`src/rtl/seven_segment_scan.sv`:
```
`default_nettype none
// ============================================================================
// Module      : seven_segment_scan
// Description : Time-multiplexed hex display driver. A prescaler sets the slot
//               length per digit, and the scan index walks the digits. New data
//               is double-buffered so that it only takes effect at a frame
//               boundary. Segment and anode outputs are active-low and
//               registered.
//               Optional macro SEVEN_SEGMENT_LZB_EN: leading-zero blanking.
// Revision    : 1.0 - initial release
// ============================================================================
module seven_segment_scan #(
    parameter int NUM_DIGITS = 4,
    parameter int PRESCALE   = 50000
) (
    input  logic                    clk,
    input  logic                    rst,
    input  logic                    load,
    input  logic [4*NUM_DIGITS-1:0] value,
    input  logic [NUM_DIGITS-1:0]   blank_mask,
    output logic [6:0]              seg,
    output logic [NUM_DIGITS-1:0]   an,
    output logic                    frame_done
);

    localparam int c_PW = (PRESCALE > 1) ? $clog2(PRESCALE) : 1;
    localparam int c_IW = (NUM_DIGITS > 1) ? $clog2(NUM_DIGITS) : 1;
    localparam logic [c_PW-1:0] c_PMAX = c_PW'(PRESCALE - 1);
    localparam logic [c_IW-1:0] c_IMAX = c_IW'(NUM_DIGITS - 1);

    logic [c_PW-1:0]         r_presc;
    logic [c_IW-1:0]         r_idx;
    logic [4*NUM_DIGITS-1:0] r_pend_val;
    logic [NUM_DIGITS-1:0]   r_pend_blank;
    logic [4*NUM_DIGITS-1:0] r_disp_val;
    logic [NUM_DIGITS-1:0]   r_disp_blank;
    logic [6:0]              r_seg;
    logic [NUM_DIGITS-1:0]   r_an;
    logic                    r_frame_done;

    logic                    w_tick;
    logic                    w_wrap;
    logic [NUM_DIGITS-1:0]   w_blank;
    logic [3:0]              w_nib;
    logic                    w_blank_sel;
    logic [NUM_DIGITS-1:0]   w_an_n;

    assign w_tick = (r_presc == c_PMAX);
    assign w_wrap = w_tick && (r_idx == c_IMAX);

    // Active-low hex decode, abcdefg with bit 6 = segment a
    function automatic logic [6:0] f_decode(input logic [3:0] nib);
        logic [6:0] s;
        case (nib)
            4'h0:    s = 7'b0000001;
            4'h1:    s = 7'b1001111;
            4'h2:    s = 7'b0010010;
            4'h3:    s = 7'b0000110;
            4'h4:    s = 7'b1001100;
            4'h5:    s = 7'b0100100;
            4'h6:    s = 7'b0100000;
            4'h7:    s = 7'b0001111;
            4'h8:    s = 7'b0000000;
            4'h9:    s = 7'b0001100;
            4'hA:    s = 7'b0001000;
            4'hB:    s = 7'b1100000;
            4'hC:    s = 7'b0110001;
            4'hD:    s = 7'b1000010;
            4'hE:    s = 7'b0110000;
            default: s = 7'b0111000;
        endcase
        return s;
    endfunction

`ifdef SEVEN_SEGMENT_LZB_EN
    // A digit is a leading zero when it and every digit above it are zero;
    // digit 0 always stays lit so a zero value still shows "0".
    logic [NUM_DIGITS-1:0] w_lzb;
    assign w_lzb[0] = 1'b0;
    if (NUM_DIGITS > 1) begin : g_lzb_multi
        for (genvar g = 1; g < NUM_DIGITS; g++) begin : g_lzb_bit
            assign w_lzb[g] = ~|r_disp_val[4*NUM_DIGITS-1:4*g];
        end
    end
    assign w_blank = r_disp_blank | w_lzb;
`else
    assign w_blank = r_disp_blank;
`endif

    // Select the nibble, blank flag and anode pattern for the current index
    always_comb begin
        w_nib       = 4'h0;
        w_blank_sel = 1'b0;
        w_an_n      = '1;
        for (int i = 0; i < NUM_DIGITS; i++) begin
            if (r_idx == c_IW'(i)) begin
                w_nib       = r_disp_val[4*i +: 4];
                w_blank_sel = w_blank[i];
                w_an_n[i]   = 1'b0;
            end
        end
    end

    // Prescaler, digit index and the frame-wrap pulse
    always_ff @(posedge clk or posedge rst) begin
        if (rst) begin
            r_presc      <= '0;
            r_idx        <= '0;
            r_frame_done <= 1'b0;
        end else begin
            r_frame_done <= w_wrap;
            if (w_tick) begin
                r_presc <= '0;
                r_idx   <= w_wrap ? '0 : r_idx + 1'b1;
            end else begin
                r_presc <= r_presc + 1'b1;
            end
        end
    end

    // Double buffer: loads land in pending; display swaps only at the wrap,
    // and a load on the wrap tick bypasses pending so the newest data wins.
    always_ff @(posedge clk or posedge rst) begin
        if (rst) begin
            r_pend_val   <= '0;
            r_pend_blank <= '0;
            r_disp_val   <= '0;
            r_disp_blank <= '0;
        end else begin
            if (load) begin
                r_pend_val   <= value;
                r_pend_blank <= blank_mask;
            end
            if (w_wrap) begin
                r_disp_val   <= load ? value      : r_pend_val;
                r_disp_blank <= load ? blank_mask : r_pend_blank;
            end
        end
    end

    // Registered active-low outputs, one cycle behind the index
    always_ff @(posedge clk or posedge rst) begin
        if (rst) begin
            r_an  <= '1;
            r_seg <= 7'b1111111;
        end else begin
            r_an  <= w_an_n;
            r_seg <= w_blank_sel ? 7'b1111111 : f_decode(w_nib);
        end
    end

    assign seg        = r_seg;
    assign an         = r_an;
    assign frame_done = r_frame_done;

endmodule
`default_nettype wire

```
`config.mk`:
```
export PLATFORM = sky130hd
export DESIGN_NAME = seven_segment_scan
export DESIGN_NICKNAME = d
export VERILOG_FILES = /design/src/rtl/seven_segment_scan.sv
export SDC_FILE = /design/constraint.sdc
export NUM_CORES = 1
export LEC_CHECK = 0
export BUFFER_PORTS_ARGS = -buffer_cell sky130_fd_sc_hd__buf_2
export CAP_MARGIN = 20
export CORE_UTILIZATION = 40
export CTS_CLUSTER_DIAMETER = 100
export DETAILED_ROUTE_END_ITERATION = 8
export PLACE_DENSITY = 0.64
export SLEW_MARGIN = 10
export SYNTH_ARGS = -nofsm -noshare
export SYNTH_HDL_FRONTEND = slang
export SYNTH_SLANG_ARGS = --single-unit
```
`constraint.sdc`:
```
create_clock -name clk -period 2.8 [get_ports clk]
set_clock_uncertainty 0.05 [all_clocks]
set_input_delay 0.14 -clock clk [delete_from_list [all_inputs] [get_ports clk]]
set_output_delay 0.14 -clock clk [all_outputs]
set_load 0.02 [all_outputs]
```
## After elaboration in Yosys (flattened, before gate mapping)

Memory sizes are Yosys's and may differ from the RTL's.
Index checks and enable logic that the tools add are counted.

| operators by class | value |
|---|---|
| add/subtract/negate cells | 2 |
| equal/unequal tests | 4 |
| multiplexer cells | 17 |
| reductions and logical operators | 2 |

Operator list:

| kind | number |
|---|---|
| 16-bit two-way mux | 2 |
| 4-bit two-way mux | 5 |
| 16-bit by 1-bit adder with 16-bit output, second input constant | 1 |
| 16-bit equality test, second input constant | 1 |
| 1-bit two-way mux | 8 |
| 7-bit two-way mux | 1 |
| 2-bit equality test, second input constant | 2 |
| 2-bit by 1-bit adder with 2-bit output, second input constant | 1 |
| 2-bit by 1-bit equality test with 1-bit output, second input constant | 1 |
| 2-bit zero test | 1 |
| 2-bit two-way mux | 1 |
| 1-bit logical AND | 1 |

| word-level totals | value |
|---|---|
| register bits after elaboration | 70 |
| memory bits (read-only) | 112 |
| output and inout bits | 12 |
| memories kept | 1 |

Memories:

| name | words | bits a word | rd ports | clocked after Yosys merged registers in | wr ports | RTL line | RTL |
|---|---|---|---|---|---|---|---|
| (no name shown) | 16 | 7 | 1 | 0 | 0 | 54 | `case (nib)` |

## Depth between registers and ports, before layout

An unclocked memory read counts as a cell.

| depth | value |
|---|---|
| word-level depth | 7 |
| gate-level depth with buffers | 11 |
| gate-level depth less buffers | 10 |

## Worst setup path after synthesis

Ideal clock, no wire load.

| timing | value |
|---|---|
| path type | reg-to-reg |
| start | register r_idx[1] |
| end | register r_seg[3], in the netlist seg[3] |
| library setup time | 0.099 ns |
| data arrival time | 2.299 ns |
| data required time | 2.651 ns |
| path slack | 0.351 ns |
| cell stages (with the launch flop) | 11 |
| period minus slack after synthesis | 2.449 ns |
| cell sequence | dfrtp_1 inv_1 ha_1 clkbuf_1 a211oi_1 a221oi_1 inv_1 ha_1 nor2b_1 a211oi_1 o21ai_1 |

| between the ends | value |
|---|---|
| cells in the longest elaborated chain, start to end | 7 |
| elaborated cells on any way between the ends | 14 |
| classes of those cells | eq/ne: 3; mux: 9; reduce/logical: 1; memory: 1 |

RTL lines:

| item | RTL line | RTL |
|---|---|---|
| start: declaration | 32 | `logic [c_IW-1:0] r_idx;` |
| start signal: assignment | 114 | `r_idx <= w_wrap ? '0 : r_idx + 1'b1;` |
| 2-bit zero test | 96 | `if (r_idx == c_IW'(i)) begin` |
| 4-bit two-way mux (4 in a row) | 96 |  |
| memory read 16 x 7 bit | -- |  |
| 7-bit two-way mux * | 148 | `r_seg <= w_blank_sel ? 7'b1111111 : f_decode(w_nib);` |
| end signal: assignment | 148 |  |
| end: declaration | 37 | `logic [6:0] r_seg;` |

Mark *: on every way between the ends. The rest lies on a longest branch, timed or not.
A chain may end at the register's enable or synchronous reset.

## Worst setup path after layout

| timing | value |
|---|---|
| start | register r_idx[0] |
| end | register r_seg[3], in the netlist seg[3] |

Same word-level chain as after synthesis.

==> out/results.env <==
RUN_STATUS='finished clean'
POWER_DENSITY_nW_PER_UM2=556
PERIOD_SHARE_PCT=87.1
DR_TOTAL_VIAS=2049
TRITONCTS='yes'
CLOCK_TREE.HTREE_LEVEL_COUNT=3
INITIAL_CORE_UTILIZATION_PCT=41.4
SETUP_REPAIR_AFTER_GLOBAL_ROUTING_MISSED_ITS_MARGIN='no'
FIRST_PASS_ITERS=4
RR_WORST_DEPTH=10
GRT_START_MAX_NET_PINS=41
SYNTHESIS.NETS=285
NUMBER_OF_DISTINCT_LIBRARY_CELLS_AFTER_SYNTHESIS=41
FINALHOLDVIOLATIONS=0
MULTI_INPUT_COMB_AREA_SQ_UM=1330
POST-SYNTH-TOP-AREA-CELL='dfrtp_1'
WORST_IR_DROP_VDD_mV=0.188
FP.DIEH_UM=91.5
GP_ROUTABILITY_CONGESTION=0.852
CTS_INSERTED_BUFFERS=9
YOSYS.CELL_COUNT.TOP_TYPE='dfrtp_1'
TIMING.MAX_SLEW.REL_SLACK_PCT=46.0
ROUTE.DETAILED.DRC=0
ANT_NETS=0
SYN-INSTANCE-COUNT=251
SYN_AREA_PER_CELL_SQ_UM=12.8
DESIGN.DIE.AREA_SQ_UM=8360
SYNTH_TOP_AREA_SHARE_PCT=46.1
CLOCK.FMAX_MHz=410
ANTENNADIODECOUNT=0
CORE_REGION_AREA_SQ_UM=7730
ROW_COUNT=32
SLOWEST_STAGE='or3b_2'
DR.FIRST_ITER.DRC_COUNT=93
SYNTHARSTFLOPSHARE_PCT=100
YS_SEQ_AREA_SHARE_PCT=55.2
NFILLCELLS=670
CP_DATA_REQUIRED_TIME_NS=3.02
CRITICAL_PATH_ARRIVAL_NS=2.66
PORTBUFFERS=34
GRT_OVERFLOW_TOTAL=0
SYN_STD_CELL_AREA_SQ_UM=3200
PRE_CTS_SLACK_NS=0.373
SYNTH_SEQ_CELLS=70
DRIVE_ABOVE_1_SHARE_PCT=34.8
YOSYSWARNINGS=0
HOLD_PATH_DEPTH=2
LAYOUT.CORE_UTILIZATION_PCT=50.3
CRITICALPATHCATEGORY='register to register'
ROOT_BUFFER_SELECTED_BY_CTS='clkbuf_8'
TIMING.CRITICAL_PATH.FROM_TYPE='register'
FINISH.NET_COUNT=345
MAX-CAP-VIOLATIONS=0
HOLD_PATH_CLASS='input port to register'
AREA.SEQUENTIAL_SQ_UM=1770
CRITPATHBUFINV=2
SETUP_VIOLATING_ENDPOINT_COUNT_IN_THE_FINAL_REPORT=0
AREAGROWTHSYNTHTOFINISH_PCT=21.5
STATIC-LEAKAGE-POWER_nW=1.80
TIMING_MAX_TRANSITION_VIOLATIONS_FINAL=0
GRT_ANTENNA_BEFORE_REPAIR=0
PATH_CLK_SLEW_NS=0.07
CRITICAL-PATH-MAX-STAGE-DELAY_NS=0.46
TIMING.CRITICAL_PATH.CELLS='inv_1 -> ha_1 -> or3b_2 -> o21ai_0 -> a31oi_1 -> inv_1 -> ha_1 -> nor2b_1 -> a211oi_1 -> o21ai_1'
SLEW_AT_THE_PIN_CLOSEST_TO_ITS_MAX_SLEW_LIMIT_NS=0.809
SETUP-TNS-FINAL_NS=0
DP_HPWL_UM=4110
CP_TOP_DELAY_FAMILY='simple AND/OR/NAND/NOR gates'
SYNTHTOPCELLSBYCOUNT='dfrtp_1 (59), mux2_2 (21), mux2_4 (19), inv_1 (14), nand2_1 (14)'
VIAS_IN_THE_FIRST_GLOBAL_ROUTE=2073
SETUP_WS_NS=0.360
END_KIND='register'
CRITPATHMAXFANOUT=8
HOLD_FIX_BUFFER_COUNT_AFTER_CTS=18
POST_CTS_BUFFERS=0
DIE_OUTLINE_WIDTH_UM=91.5
POST_CTS_RESIZE_COUNT=0
COUNT_OF_FLIP_FLOPS_WITH_A_BUILT_IN_ENABLE_AFTER_SYNTHESIS=0
IOS=35
CLOCK_TREE.BUFFER_DEPTH=2
DOMINANTREGCELLSYNTH='dfrtp_1'
CLK-INSERTION-DELAY-LATE_NS=0.35
VIAS_PER_INSTANCE=4.90
CTS.SINKS=70
GRT_FIRST_PASS_WIRELENGTH_UM=10200
POST_SYNTH_MAIN_AREA_CONTRIBUTORS='dfrtp_1 (46%), dfstp_2 (9.0%), mux2_4 (8.9%)'
DRT_WL_TOTAL_UM=5860
CRITICAL_PATH_CELL_COUNT=10
TIMING.FINAL.CRIT_PERIOD_NS=2.44
AVGROUTEDWIREPERCELL_UM=14.0
GROUTE.USAGE.OVERALL_PCT=15.9
[flip-flops by register name (all words and copies together), names as in the netlist]
signal / count
seg: 7
r_disp_blank: 4
frame_done: 1
r_disp_val: 16
r_pend_val: 16
an: 4
r_presc: 16
r_idx: 2
r_pend_blank: 4
[stage by stage]
stage | cell area (sq um) | power [mW] | instances | hold WS [ns]
after global placement | 3490 | 1.29 | 384 | 0.303
after detailed placement | 3490 | 1.29 | 384 | 0.299
after CTS | 3890 | 2.19 | 418 | 0.00482
after floorplan | 3200 | 1.23 | 251 | 0.255
final | 3890 | 2.16 | 418 | 0.00900
after global routing | 3890 | 2.26 | 418 | 0.00392
[final cells by class]
| cell class | instances | area share (%) |
|---|---|---|
| clock buffer | 14 | 4.70 |
| clock inverter | 2 | 0.966 |
| inverter | 14 | 1.35 |
| multi-input combinational | 159 | 34.3 |
| sequential | 70 | 45.4 |
| tap | 102 | 3.28 |
| timing repair buffer | 57 | 9.98 |
[per-layer routing]
metal	vias to the layer above	global-route usage, %	wire length [um]
met5	-	0	0
met1	997	21.8	2810
li1	1003	-	-
met2	39	23.2	2710
met3	10	4.27	222
met4	0	7.54	109
[power breakdown]
group	internal, mW	switching [mW]
logic	0.101	0.0948
clock network	0.509	0.365
registers	1.07	0.0184
[layout by cell type, fill, tap and decap left out, drive strengths merged, types with 3 or more instances in the layout]
master	count
a211oi	3
a21oi	4
and3	3
buf	39
clkbuf	14
dfrtp	59
dfstp	11
dlygate4sd3	18
ha	11
inv	14
mux2	40
nand2	14
nand3	10
nand3b	3
nand4	4
nor2	13
nor2b	6
nor3	3
nor3b	3
o21ai	6
o221ai	5
xnor2	6
xor2	7
[kinds of logic (layout without fill, tap and decap cells)]
family | Yosys count | after routing | synth area share (%)
AOI/OAI and AO/OA | 26 | 26 | 5.79
DFF | 70 | 70 | 55.2
xor gates and xnor gates | 13 | 13 | 3.56
buffers and inverters | 22 | 87 | 3.17
muxes | 42 | 42 | 16.9
and+or+nand+nor | 67 | 67 | 11.1
adders and majority gates | 11 | 11 | 4.30
[final timing paths]
kind | end | slack (ns) | start
max | seg[3]$_DFF_PP1_ | 0.36 | r_idx[0]$_DFFE_PP0N_
min | r_pend_val[12]$_DFF_PP0_ | 0.009 | value[12]
max reg2reg | seg[3]$_DFF_PP1_ | 0.36 | r_idx[0]$_DFFE_PP0N_
min reg2reg | r_pend_val[14]$_DFF_PP0_ | 0.45 | r_pend_val[14]$_DFF_PP0_
max in group asynchronous | seg[3]$_DFF_PP1_ | 1.44 | rst
min in group asynchronous | r_pend_val[3]$_DFF_PP0_ | 0.44 | rst
Power figures use the tool's default switching activity.
